`config.mk`:
```
export PLATFORM = sky130hd
export DESIGN_NAME = div_arbiter_flat
export DESIGN_NICKNAME = d
export VERILOG_FILES = /design/src/rtl/div_arb_pkg.sv /design/src/rtl/div_arbiter_if.sv /design/src/rtl/div_arbiter_rr_picker.sv /design/src/rtl/div_arbiter.sv /design/src/flat_wrapper.sv
export SDC_FILE = /design/constraint.sdc
export NUM_CORES = 1
export LEC_CHECK = 0
export BUFFER_PORTS_ARGS = -buffer_cell sky130_fd_sc_hd__buf_2
export CAP_MARGIN = 25
export CORE_AREA = 2 2 355 357
export DETAILED_ROUTE_END_ITERATION = 16
export DIE_AREA = 0 0 357 359
export PLACE_DENSITY = 0.3
export SKIP_LAST_GASP = 1
export SLEW_MARGIN = 20
export SYNTH_ARGS = -nofsm -noshare
export SYNTH_HDL_FRONTEND = slang
export SYNTH_SLANG_ARGS = --single-unit
```
`constraint.sdc`:
```
create_clock -name clk_in -period 12.1 [get_ports clk_in]
set_input_delay 2.42 -clock clk_in [delete_from_list [all_inputs] [get_ports clk_in]]
set_output_delay 2.42 -clock clk_in [all_outputs]
set_load 0.1 [all_outputs]
```
`src/rtl/div_arb_pkg.sv`:
```
`default_nettype none
//==============================================================================
// div_arb_pkg : shared state encoding and sizing helpers for div_arbiter. Rev 1.0
//==============================================================================
package div_arb_pkg;

    typedef enum logic [1:0] {
        IDLE   = 2'd0,
        WAIT   = 2'd1,
        FINISH = 2'd2
    } state_t;

    localparam int c_DEFAULT_DIV_LATENCY = 66;

    function automatic int id_width(input int n);
        return (n > 1) ? $clog2(n) : 1;
    endfunction

endpackage
`default_nettype wire

```
`src/rtl/div_arbiter_if.sv`:
```
`default_nettype none
//==============================================================================
// div_arbiter_if : client request/result bus plus divider-side port bundle. Rev 1.0
//==============================================================================
interface div_arbiter_if
    import div_arb_pkg::*;
#(
    parameter int WIDTH      = 64,
    parameter int REQUESTERS = 4
);
    localparam int ID_W = id_width(REQUESTERS);

    logic [REQUESTERS-1:0]       req_in;
    logic [REQUESTERS*WIDTH-1:0] dividend_in;
    logic [REQUESTERS*WIDTH-1:0] divisor_in;
    logic [REQUESTERS-1:0]       grant_out;
    logic                        result_valid_out;
    logic [ID_W-1:0]             result_id_out;
    logic [WIDTH-1:0]            quotient_out;
    logic [WIDTH-1:0]            remainder_out;
    logic                        div_zero_out;
    logic [WIDTH-1:0]            div_dividend_out;
    logic [WIDTH-1:0]            div_divisor_out;
    logic                        div_valid_out;
    logic [WIDTH-1:0]            div_quotient_in;
    logic [WIDTH-1:0]            div_remainder_in;

    // Arbiter side
    modport master (
        input  req_in, dividend_in, divisor_in, div_quotient_in, div_remainder_in,
        output grant_out, result_valid_out, result_id_out, quotient_out, remainder_out,
               div_zero_out, div_dividend_out, div_divisor_out, div_valid_out
    );

    // Clients and divider side
    modport slave (
        output req_in, dividend_in, divisor_in, div_quotient_in, div_remainder_in,
        input  grant_out, result_valid_out, result_id_out, quotient_out, remainder_out,
               div_zero_out, div_dividend_out, div_divisor_out, div_valid_out
    );

endinterface
`default_nettype wire

```
`src/rtl/div_arbiter_rr_picker.sv`:
```
`default_nettype none
//==============================================================================
// rr_picker : combinational round-robin pick, first request after the pointer. Rev 1.0
//==============================================================================
module rr_picker
    import div_arb_pkg::*;
#(
    parameter int REQUESTERS = 4,
    parameter int ID_W       = id_width(REQUESTERS)
) (
    input  logic [REQUESTERS-1:0] req_i,
    input  logic [ID_W-1:0]       ptr_i,
    output logic [REQUESTERS-1:0] grant_o,
    output logic [ID_W-1:0]       id_o
);

    int          idx;
    logic [ID_W-1:0] sel;
    logic        found;

    always_comb begin
        grant_o = '0;
        id_o    = '0;
        found   = 1'b0;
        idx     = 0;
        sel     = '0;
        for (int off = 1; off <= REQUESTERS; off++) begin
            idx = (int'(ptr_i) + off) % REQUESTERS;
            sel = ID_W'(idx);
            if (!found && req_i[sel]) begin
                found        = 1'b1;
                grant_o[sel] = 1'b1;
                id_o         = sel;
            end
        end
    end

endmodule
`default_nettype wire

```
`src/rtl/div_arbiter.sv`:
```
`default_nettype none
//==============================================================================
// div_arbiter : round-robin sharing of one fixed-latency divider. Rev 1.0
// Define DIV_ARBITER_SIGNED_EN for two's-complement operands and results.
//==============================================================================
module div_arbiter
    import div_arb_pkg::*;
#(
    parameter int WIDTH       = 64,
    parameter int REQUESTERS  = 4,
    parameter int DIV_LATENCY = c_DEFAULT_DIV_LATENCY
) (
    input  logic          clk_in,
    input  logic          rst_in,
    div_arbiter_if.master bus
);

    localparam int ID_W  = id_width(REQUESTERS);
    localparam int CNT_W = $clog2(DIV_LATENCY) + 1;
    localparam logic [CNT_W-1:0] c_CNT_LAST = CNT_W'(DIV_LATENCY - 1);

    state_t                state_q;
    logic [ID_W-1:0]       ptr_q, id_q, result_id_q;
    logic [CNT_W-1:0]      cnt_q;
    logic [REQUESTERS-1:0] grant_q;
    logic                  div_valid_q, result_valid_q, div_zero_q;
    logic [WIDTH-1:0]      div_dividend_q, div_divisor_q, dividend_q;
    logic [WIDTH-1:0]      quotient_q, remainder_q;

    logic [REQUESTERS-1:0] pick_grant;
    logic [ID_W-1:0]       pick_id;
    logic [WIDTH-1:0]      sel_dividend_d, sel_divisor_d;
    logic [WIDTH-1:0]      mag_dividend_d, mag_divisor_d;
    logic [WIDTH-1:0]      quotient_d, remainder_d;

    rr_picker #(
        .REQUESTERS (REQUESTERS),
        .ID_W       (ID_W)
    ) u_picker (
        .req_i   (bus.req_in),
        .ptr_i   (ptr_q),
        .grant_o (pick_grant),
        .id_o    (pick_id)
    );

    always_comb begin
        sel_dividend_d = '0;
        sel_divisor_d  = '0;
        for (int i = 0; i < REQUESTERS; i++) begin
            if (pick_grant[i]) begin
                sel_dividend_d = bus.dividend_in[i*WIDTH +: WIDTH];
                sel_divisor_d  = bus.divisor_in[i*WIDTH +: WIDTH];
            end
        end
    end

`ifdef DIV_ARBITER_SIGNED_EN
    logic neg_dividend_q, neg_quot_q;

    // Negating the most negative value yields 2^(WIDTH-1), the correct magnitude.
    assign mag_dividend_d = sel_dividend_d[WIDTH-1] ? -sel_dividend_d : sel_dividend_d;
    assign mag_divisor_d  = sel_divisor_d[WIDTH-1]  ? -sel_divisor_d  : sel_divisor_d;
    assign quotient_d     = neg_quot_q     ? -bus.div_quotient_in  : bus.div_quotient_in;
    assign remainder_d    = neg_dividend_q ? -bus.div_remainder_in : bus.div_remainder_in;

    always_ff @(posedge clk_in) begin
        if (rst_in) begin
            neg_dividend_q <= 1'b0;
            neg_quot_q     <= 1'b0;
        end else if (state_q == IDLE && |bus.req_in) begin
            neg_dividend_q <= sel_dividend_d[WIDTH-1];
            neg_quot_q     <= sel_dividend_d[WIDTH-1] ^ sel_divisor_d[WIDTH-1];
        end
    end
`else
    assign mag_dividend_d = sel_dividend_d;
    assign mag_divisor_d  = sel_divisor_d;
    assign quotient_d     = bus.div_quotient_in;
    assign remainder_d    = bus.div_remainder_in;
`endif

    always_ff @(posedge clk_in) begin
        if (rst_in) begin
            state_q        <= IDLE;
            ptr_q          <= ID_W'(REQUESTERS - 1);
            id_q           <= '0;
            cnt_q          <= '0;
            grant_q        <= '0;
            div_valid_q    <= 1'b0;
            div_dividend_q <= '0;
            div_divisor_q  <= '0;
            dividend_q     <= '0;
            result_valid_q <= 1'b0;
            result_id_q    <= '0;
            quotient_q     <= '0;
            remainder_q    <= '0;
            div_zero_q     <= 1'b0;
        end else begin
            grant_q        <= '0;
            div_valid_q    <= 1'b0;
            result_valid_q <= 1'b0;
            div_zero_q     <= 1'b0;
            case (state_q)
                IDLE: begin
                    if (|bus.req_in) begin
                        grant_q    <= pick_grant;
                        ptr_q      <= pick_id;
                        id_q       <= pick_id;
                        dividend_q <= sel_dividend_d;
                        if (sel_divisor_d != '0) begin
                            div_dividend_q <= mag_dividend_d;
                            div_divisor_q  <= mag_divisor_d;
                            div_valid_q    <= 1'b1;
                            cnt_q          <= '0;
                            state_q        <= WAIT;
                        end else begin
                            state_q <= FINISH;
                        end
                    end
                end
                WAIT: begin
                    // Counting starts once the divider has sampled the valid pulse.
                    if (!div_valid_q) begin
                        if (cnt_q == c_CNT_LAST) begin
                            quotient_q     <= quotient_d;
                            remainder_q    <= remainder_d;
                            result_id_q    <= id_q;
                            result_valid_q <= 1'b1;
                            state_q        <= IDLE;
                        end else begin
                            cnt_q <= cnt_q + 1'b1;
                        end
                    end
                end
                FINISH: begin
                    quotient_q     <= '1;
                    remainder_q    <= dividend_q;
                    result_id_q    <= id_q;
                    div_zero_q     <= 1'b1;
                    result_valid_q <= 1'b1;
                    state_q        <= IDLE;
                end
                default: state_q <= IDLE;
            endcase
        end
    end

    assign bus.grant_out        = grant_q;
    assign bus.result_valid_out = result_valid_q;
    assign bus.result_id_out    = result_id_q;
    assign bus.quotient_out     = quotient_q;
    assign bus.remainder_out    = remainder_q;
    assign bus.div_zero_out     = div_zero_q;
    assign bus.div_dividend_out = div_dividend_q;
    assign bus.div_divisor_out  = div_divisor_q;
    assign bus.div_valid_out    = div_valid_q;

endmodule
`default_nettype wire

```
`src/flat_wrapper.sv`:
```
// flat-port wrapper written by rule: the top's interface ports become plain ports
module div_arbiter_flat import div_arb_pkg::*;
#(
    parameter int WIDTH       = 64,
    parameter int REQUESTERS  = 4,
    parameter int DIV_LATENCY = c_DEFAULT_DIV_LATENCY
)
  (clk_in, rst_in, bus_req_in, bus_dividend_in, bus_divisor_in, bus_div_quotient_in, bus_div_remainder_in, bus_grant_out, bus_result_valid_out, bus_result_id_out, bus_quotient_out, bus_remainder_out, bus_div_zero_out, bus_div_dividend_out, bus_div_divisor_out, bus_div_valid_out);
  div_arbiter_if #(.WIDTH(WIDTH), .REQUESTERS(REQUESTERS)) bus_i ();
  input  logic clk_in;
  input  logic rst_in;
  input wire logic [$bits(bus_i.req_in)-1:0] bus_req_in;
  input wire logic [$bits(bus_i.dividend_in)-1:0] bus_dividend_in;
  input wire logic [$bits(bus_i.divisor_in)-1:0] bus_divisor_in;
  input wire logic [$bits(bus_i.div_quotient_in)-1:0] bus_div_quotient_in;
  input wire logic [$bits(bus_i.div_remainder_in)-1:0] bus_div_remainder_in;
  output wire logic [$bits(bus_i.grant_out)-1:0] bus_grant_out;
  output wire logic [$bits(bus_i.result_valid_out)-1:0] bus_result_valid_out;
  output wire logic [$bits(bus_i.result_id_out)-1:0] bus_result_id_out;
  output wire logic [$bits(bus_i.quotient_out)-1:0] bus_quotient_out;
  output wire logic [$bits(bus_i.remainder_out)-1:0] bus_remainder_out;
  output wire logic [$bits(bus_i.div_zero_out)-1:0] bus_div_zero_out;
  output wire logic [$bits(bus_i.div_dividend_out)-1:0] bus_div_dividend_out;
  output wire logic [$bits(bus_i.div_divisor_out)-1:0] bus_div_divisor_out;
  output wire logic [$bits(bus_i.div_valid_out)-1:0] bus_div_valid_out;
  assign bus_i.req_in = bus_req_in;
  assign bus_i.dividend_in = bus_dividend_in;
  assign bus_i.divisor_in = bus_divisor_in;
  assign bus_i.div_quotient_in = bus_div_quotient_in;
  assign bus_i.div_remainder_in = bus_div_remainder_in;
  assign bus_grant_out = bus_i.grant_out;
  assign bus_result_valid_out = bus_i.result_valid_out;
  assign bus_result_id_out = bus_i.result_id_out;
  assign bus_quotient_out = bus_i.quotient_out;
  assign bus_remainder_out = bus_i.remainder_out;
  assign bus_div_zero_out = bus_i.div_zero_out;
  assign bus_div_dividend_out = bus_i.div_dividend_out;
  assign bus_div_divisor_out = bus_i.div_divisor_out;
  assign bus_div_valid_out = bus_i.div_valid_out;
  div_arbiter #(.WIDTH(WIDTH), .REQUESTERS(REQUESTERS), .DIV_LATENCY(DIV_LATENCY)) u_core (.clk_in(clk_in), .rst_in(rst_in), .bus(bus_i));
endmodule
```
==> results of run 1 <==
[cell families (layout without fill, tap and decap cells)]
family / Yosys count / in the layout / share of synthesized area
other: 0 / 7 / 0
flip-flops: 343 / 343 / 0.4017
AO/OA/AOI/OAI: 598 / 598 / 0.2459
buffers and inverters: 238 / 1051 / 0.05988
adder cells (fa/ha/maj): 13 / 13 / 0.009516
AND/OR/NAND/NOR: 819 / 819 / 0.2209
multiplexers: 102 / 102 / 0.06207
[flip-flops by register name, indices dropped and copies added (netlist names)]
signal                       flops
u_core.bus.grant_out             4
u_core.state_q                   2
u_core.dividend_q               64
u_core.bus.div_divisor_out      64
u_core.bus.div_valid_out         1
u_core.ptr_q                     2
u_core.bus.remainder_out        64
u_core.bus.result_valid_out      1
u_core.bus.div_dividend_out     64
u_core.bus.div_zero_out          1
u_core.cnt_q                     8
u_core.bus.quotient_out         64
u_core.bus.result_id_out         2
u_core.id_q                      2
[metal layers]
layer  wire [um]  vias up
li1            -     9278
met2       51840      661
met4        2417        8
met5          48        -
met1       43520     9076
met3        6151      127
[cell type report]
cell class                 count  area, sq um
multi-input combinational   1532         9273
fill                       14261        99800
timing repair buffer         938         4800
sequential                   343         6867
tap                         1650         2064
inverter                      24        90.09
antenna                        7        17.52
clock buffer                  68         1418
clock inverter                21        269.0
[Yosys cell counts (4+ instances only)]
| cell type | count |
|---|---|
| buf_4 | 9 |
| o21ai_1 | 6 |
| buf_1 | 25 |
| a221oi_1 | 114 |
| a211oi_2 | 11 |
| mux2i_1 | 97 |
| or4_1 | 6 |
| buf_2 | 29 |
| o21ai_0 | 74 |
| o31ai_1 | 4 |
| ha_1 | 13 |
| a2bb2oi_1 | 14 |
| nor2b_1 | 21 |
| or3_1 | 4 |
| a221o_1 | 11 |
| dfxtp_1 | 343 |
| nor4_1 | 12 |
| nand2_1 | 140 |
| o22ai_1 | 6 |
| a211oi_1 | 157 |
| a21oi_1 | 154 |
| nor3b_1 | 5 |
| clkbuf_1 | 143 |
| a21o_1 | 6 |
| o211ai_1 | 7 |
| nand3_1 | 4 |
| nor3_1 | 206 |
| nand4_1 | 8 |
| o21a_1 | 4 |
| inv_1 | 24 |
| nor2_1 | 324 |
| buf_6 | 8 |
| or2_2 | 65 |
[power by group through the flow]
stage          Combinational [W]  Sequential [W]  Clock (W)
5_1_grt                  0.00516         0.00173    0.00163
3_3_place_gp             0.00493         0.00172          0
2_1_floorplan            0.00179         0.00340          0
6_report                 0.00484         0.00169    0.00153
4_1_cts                  0.00491         0.00169    0.00160
3_5_place_dp             0.00490         0.00171          0
[critical path, stage by stage]
cell and delay [ps]:
buf_2 170, mux4_2 610, and2_1 210, a221oi_2 350
a211oi_4 120, buf_4 360, a221oi_1 340, o21ai_0 200
or4_1 580, nor4_1 560, nand2_1 210, o21ai_4 160
buf_4 530, buf_12 440, or2_2 230, a21oi_1 50
[per-stage QoR]
step / instance area, sq um / power (W) / worst slack [ps]
global placement: 23090 / 0.006650 / 4145
floorplan: 17090 / 0.005192 / 5927
detailed placement: 23090 / 0.006615 / 4062
CTS: 24780 / 0.008212 / 4746
global route: 24790 / 0.008528 / 4245
finish: 24800 / 0.008057 / 4683
[how the worst max path moves through the flow]
stage                  startpoint                         endpoint  slack [ps]  cells past startpoint
finish              bus_req_in[2]  u_core.bus.div_dividend_out[44]        4680                     16
CTS                 bus_req_in[2]  u_core.bus.div_dividend_out[40]        4750                     16
floorplan           bus_req_in[3]   u_core.bus.div_divisor_out[11]        5930                     17
detailed placement  bus_req_in[2]  u_core.bus.div_dividend_out[40]        4060                     16
global placement    bus_req_in[2]  u_core.bus.div_dividend_out[44]        4150                     16
global route        bus_req_in[1]  u_core.bus.div_dividend_out[44]        4240                     16
==> flow_metrics.tcl, run 1 <==
set metrics [dict create \
    synthTopCellsByArea "dfxtp_1 (40%), nor2_1 (7.1%), a211oi_1 (6.9%)" \
    startpoint_type "input pin" \
    use_met2 0.2718 \
    cts_buffers 49 \
    top_usage_layer "met2" \
    post_synth_num_cell_types 76 \
    dieArea_sq_mm 0.1282 \
    syn_nets 2772 \
    crit_arrival_ps 7860 \
    status "complete, no violations" \
    async_reset_ff_frac 0 \
    fin_util 0.1990 \
    max_freq_mhz 134.8 \
    min_period_over_period 0.6130 \
    final_common_cell "buf_2" \
    worstPathRequired_ps 12540 \
    ant_nets 0 \
    yosysTopAreaCell "dfxtp_1" \
    dp_hpwl_um 80170 \
    grt_pass1_wl_um 145100 \
    die_y_um 359 \
    finClkSkew_ps 21.15 \
    syn2layout_area_growth_pct 45.08 \
    leakage_nw 10.44 \
    end_kind "flop" \
    gr-total-overflow 0 \
    grt_use_met3 0.03061 \
    worstReg2RegEnd "u_core.bus.div_dividend_out[44]" \
    hold_viol_final 0 \
    power.density_mw_per_mm2 324.9 \
    fin_crit_ps 7417 \
    synth_edf_count 0 \
    core_sq_mm 0.1246 \
    first_pass_iters 5 \
    reg2reg_depth 17 \
    via_per_inst 4.178 \
    hold_slack_ps 450.0 \
    p_int_w 0.003533 \
    switching_share 0.5615 \
    drc 0 \
    hold_buffers 0 \
    io_pins 911 \
    antenna_found_initial 17 \
    p_seq_frac 0.209 \
    rsz0062_at_grt "false" \
    netlist.area_leader.share 0.4017 \
    chipWidth_um 357 \
    cts_tree "built" \
    ys.flop_type "dfxtp_1" \
    switchingPower_w 0.004524 \
    rows 130 \
    drtIter0Drc 1191 \
    nets 3547 \
    cts_sinks 343 \
    finalWeightedCongestion 0.9481 \
    critical_path_class "in2reg" \
    slew-limit-headroom 0.3365 \
    avgRoutedWirePerCell_um 22.69 \
    max_cap_violations 0 \
    irDropWorstVdd_v 0.0001885 \
    io_buffer_count 910 \
    placed_cells 4487 \
    syn_area_per_cell_sq_um 8.089 \
    ys_seq_area_frac 0.4017 \
    num_vias 19150 \
    yosys_warnings 0 \
    crit-reg2reg-launch "u_core.ptr_q[0]" \
    grt_util_met1 0.1920 \
    grt_max_degree 127 \
    layout-drive-gt1-share 0.3845 \
    clkTransAtPathRegs_ps 60 \
    cts-root-buf "clkbuf_16" \
    drv_slew 0 \
    post_cts_buffers 0 \
    wl_um 104000 \
    cts_resized 0 \
    htreeDepth 2 \
    hold_path.class "reg2reg" \
    synth-seq-cells 343 \
    power_frac_comb 0.601 \
    min_to "u_core.bus.div_divisor_out[16]" \
    grt_pass1_vias 19183 \
    syn-instance-count 2113 \
    final_cell_mix "buf_2 (909), dfxtp_1 (343), nor2_1 (323), nor3_1 (205), a211oi_1 (157)" \
    clk_latency_ps 600 \
    cts.path.max_buffers 3 \
    min_from "u_core.bus.div_divisor_out[16]" \
    setup_violations 0 \
    syn_area_sq_mm 0.01709 \
    r2r_slack_ps 4930 \
    crit_fanout 126 \
    finalSetupTns_ps 0 \
    fin_cells 4583 \
    worstHoldPathCells 2 \
    grt_usage 0.1553 \
    initial_core_util 0.1372 \
    clockPowerShare 0.189 \
    tightest_slew_ps 995.3 \
]
(Power assumes the default switching activity.)
==> run 2, diff against run 1 <==
Settings changed: PLACE_DENSITY 0.3 to 0.31.
Clock period 12.1 ns to 6.75 ns, I/O delays scaled along.
==> run 2 against run 1 <==
Against the previous run:
- global-route usage grew 0.20 points
- via count grew 0.56%
- wire length grew 1.6%
- final area grew 0.97%
- core utilization grew 0.19 points
- clock-buffer cell count shrank 3
- power grew 80%
- sequential share of layout area shrank 0.27 points
- clock skew grew 5.5 ps
- register-to-register slack lost 4100 ps
- combinational power grew 84%
- non-clock buffer count grew 28
- highest routed layer unchanged
==> flow_metrics.tcl, run 2 (same netlist as run 1, synthesis figures left out) <==
set metrics [dict create \
    worstHoldPathCells 2 \
    layout-drive-gt1-share 0.3900 \
    chipWidth_um 357 \
    tightest_slew_ps 1246 \
    cts.path.max_buffers 3 \
    antenna_found_initial 16 \
    hold_path.class "reg2reg" \
    rsz0062_at_grt "false" \
    power.total_w 0.01454 \
    drtIter0Drc 1199 \
    critPathMaxStageDelay_ps 610 \
    die_y_um 359 \
    grt_pass1_wl_um 146700 \
    via_per_inst 4.180 \
    finalWeightedCongestion 0.8892 \
    end_kind "flop" \
    cts_buffers 48 \
    num_vias 19258 \
    max_freq_mhz 169.6 \
    reg2reg_depth 17 \
    crit_arrival_ps 6350 \
    cp_slowest_cell "or3_4" \
    final_cell_mix "buf_2 (909), dfxtp_1 (343), nor2_1 (323), nor3_1 (205), a211oi_1 (157)" \
    min_period_over_period 0.8733 \
    cts-root-buf "clkbuf_16" \
    syn2layout_area_growth_pct 46.49 \
    nets 3574 \
    finClkSkew_ps 26.67 \
    dieArea_sq_mm 0.1282 \
    min_to "u_core.bus.div_divisor_out[33]" \
    cts_sinks 343 \
    power.density_mw_per_mm2 580.6 \
    critical_path_class "reg2reg" \
    clkTransAtPathRegs_ps 60 \
    grt_max_degree 162 \
    crit-reg2reg-launch "u_core.ptr_q[0]" \
    wl_um 105600 \
    post_cts_buffers 0 \
    status "complete, no violations" \
    cp_cell_sequence "inv_1, ha_1, mux4_2, nor3b_4, and2_4, or3_4, buf_4, a221oi_1, o22ai_1, or4_1, nor4_2, nand4_2, o21ai_4, buf_12, buf_4, mux2i_1, nor2_1" \
    hold_buffers 0 \
    first_pass_iters 6 \
    crit_top_cell "buf_4" \
    avgRoutedWirePerCell_um 22.92 \
    setup_violations 0 \
    leakage_nw 10.57 \
    initial_core_util 0.1372 \
    crit_fanout 42 \
    clk_latency_ps 610 \
    min_from "u_core.bus.div_divisor_out[33]" \
    r2r_slack_ps 860 \
    slew-limit-headroom 0.1695 \
    grt_pass1_vias 18999 \
    gr-total-overflow 0 \
    dp_hpwl_um 82690 \
    worstPathRequired_ps 7210 \
    drv_slew 0 \
    ant_nets 0 \
    drc 0 \
    worstReg2RegEnd "u_core.bus.div_divisor_out[57]" \
    io_pins 911 \
    rows 130 \
    finalSetupTns_ps 0 \
    max_cap_violations 0 \
    cts_tree "built" \
    htreeDepth 2 \
    startpoint_type "flop" \
    cts_resized 0 \
    final_common_cell "buf_2" \
    core_sq_mm 0.1246 \
    irDropWorstVdd_v 0.0004916 \
    fin_crit_ps 5895 \
    hold_viol_final 0 \
    io_buffer_count 910 \
    grt_usage 0.1573 \
]
-- run 2: changes by cell type in the layout (fill, tap and decap cells not counted), sizes merged --
cell      before  now
buf          938  966
diode          7    6
bufinv         6    4
inv           26   25
clkbuf        68   65
clkinv        12   14
clkinvlp       1    2
-- run 2: metal layers --
metal	wire, um	share of wire	GRT usage	vias up
li1	-	-	-	9332
met1	44620	0.42	0.1928	9140
met2	52440	0.50	0.2785	667
met3	6192	0.059	0.03157	115
met4	2313	0.022	0.03913	4
met5	24	0.00023	0	-
-- run 2: worst max path at each step --
stage	slack, ps	endpoint	startpoint	cells after the start
5_1_grt	550	u_core.bus.div_divisor_out[4]	u_core.ptr_q[0]	17
3_5_place_dp	280	u_core.bus.div_divisor_out[4]	bus_req_in[2]	16
2_1_floorplan	1650	u_core.bus.div_divisor_out[11]	bus_req_in[3]	17
3_3_place_gp	310	u_core.bus.div_divisor_out[4]	bus_req_in[2]	16
6_report	860	u_core.bus.div_divisor_out[57]	u_core.ptr_q[0]	17
4_1_cts	800	u_core.bus.div_divisor_out[57]	u_core.ptr_q[0]	17
-- run 2: final cells by class --
cell class / count / area, sq um
tap: 1650 / 2064
timing repair buffer: 966 / 5122
inverter: 24 / 90.09
multi-input combinational: 1532 / 9273
antenna: 6 / 15.01
clock inverter: 21 / 232.7
clock buffer: 65 / 1375
sequential: 343 / 6867
fill: 14249 / 99560
-- run 2: metrics by stage --
step	hold slack, ps	utilization	setup WS [ps]	cells	instance area, sq um
3_5_place_dp	440.6	0.1879	284.1	4515	23420
2_1_floorplan	432.3	-	1647	2113	17090
6_report	445.8	0.2010	855.1	4607	25040
4_1_cts	447.3	0.2008	798.0	4601	25020
3_3_place_gp	441.2	0.1879	312.0	4515	23420
5_1_grt	469.1	0.2009	554.5	4605	25030
-- run 2: power breakdown --
| part | leakage [nW] | internal, W | total, W | switching, W |
|---|---|---|---|---|
| Combinational | 6.94 | 0.00212 | 0.00890 | 0.00678 |
| Sequential | 2.83 | 0.00263 | 0.00301 | 0.000379 |
| Clock | 0.797 | 0.00158 | 0.00263 | 0.00105 |
-- run 2: critical path: cells and delay by family, from the launching register on --
kind | cells | cell delay, ps
compound gates | 3 | 860
mux | 2 | 730
simple gates | 7 | 2360
flops | 1 | 330
fa+ha+maj | 1 | 500
buf+inv | 4 | 900
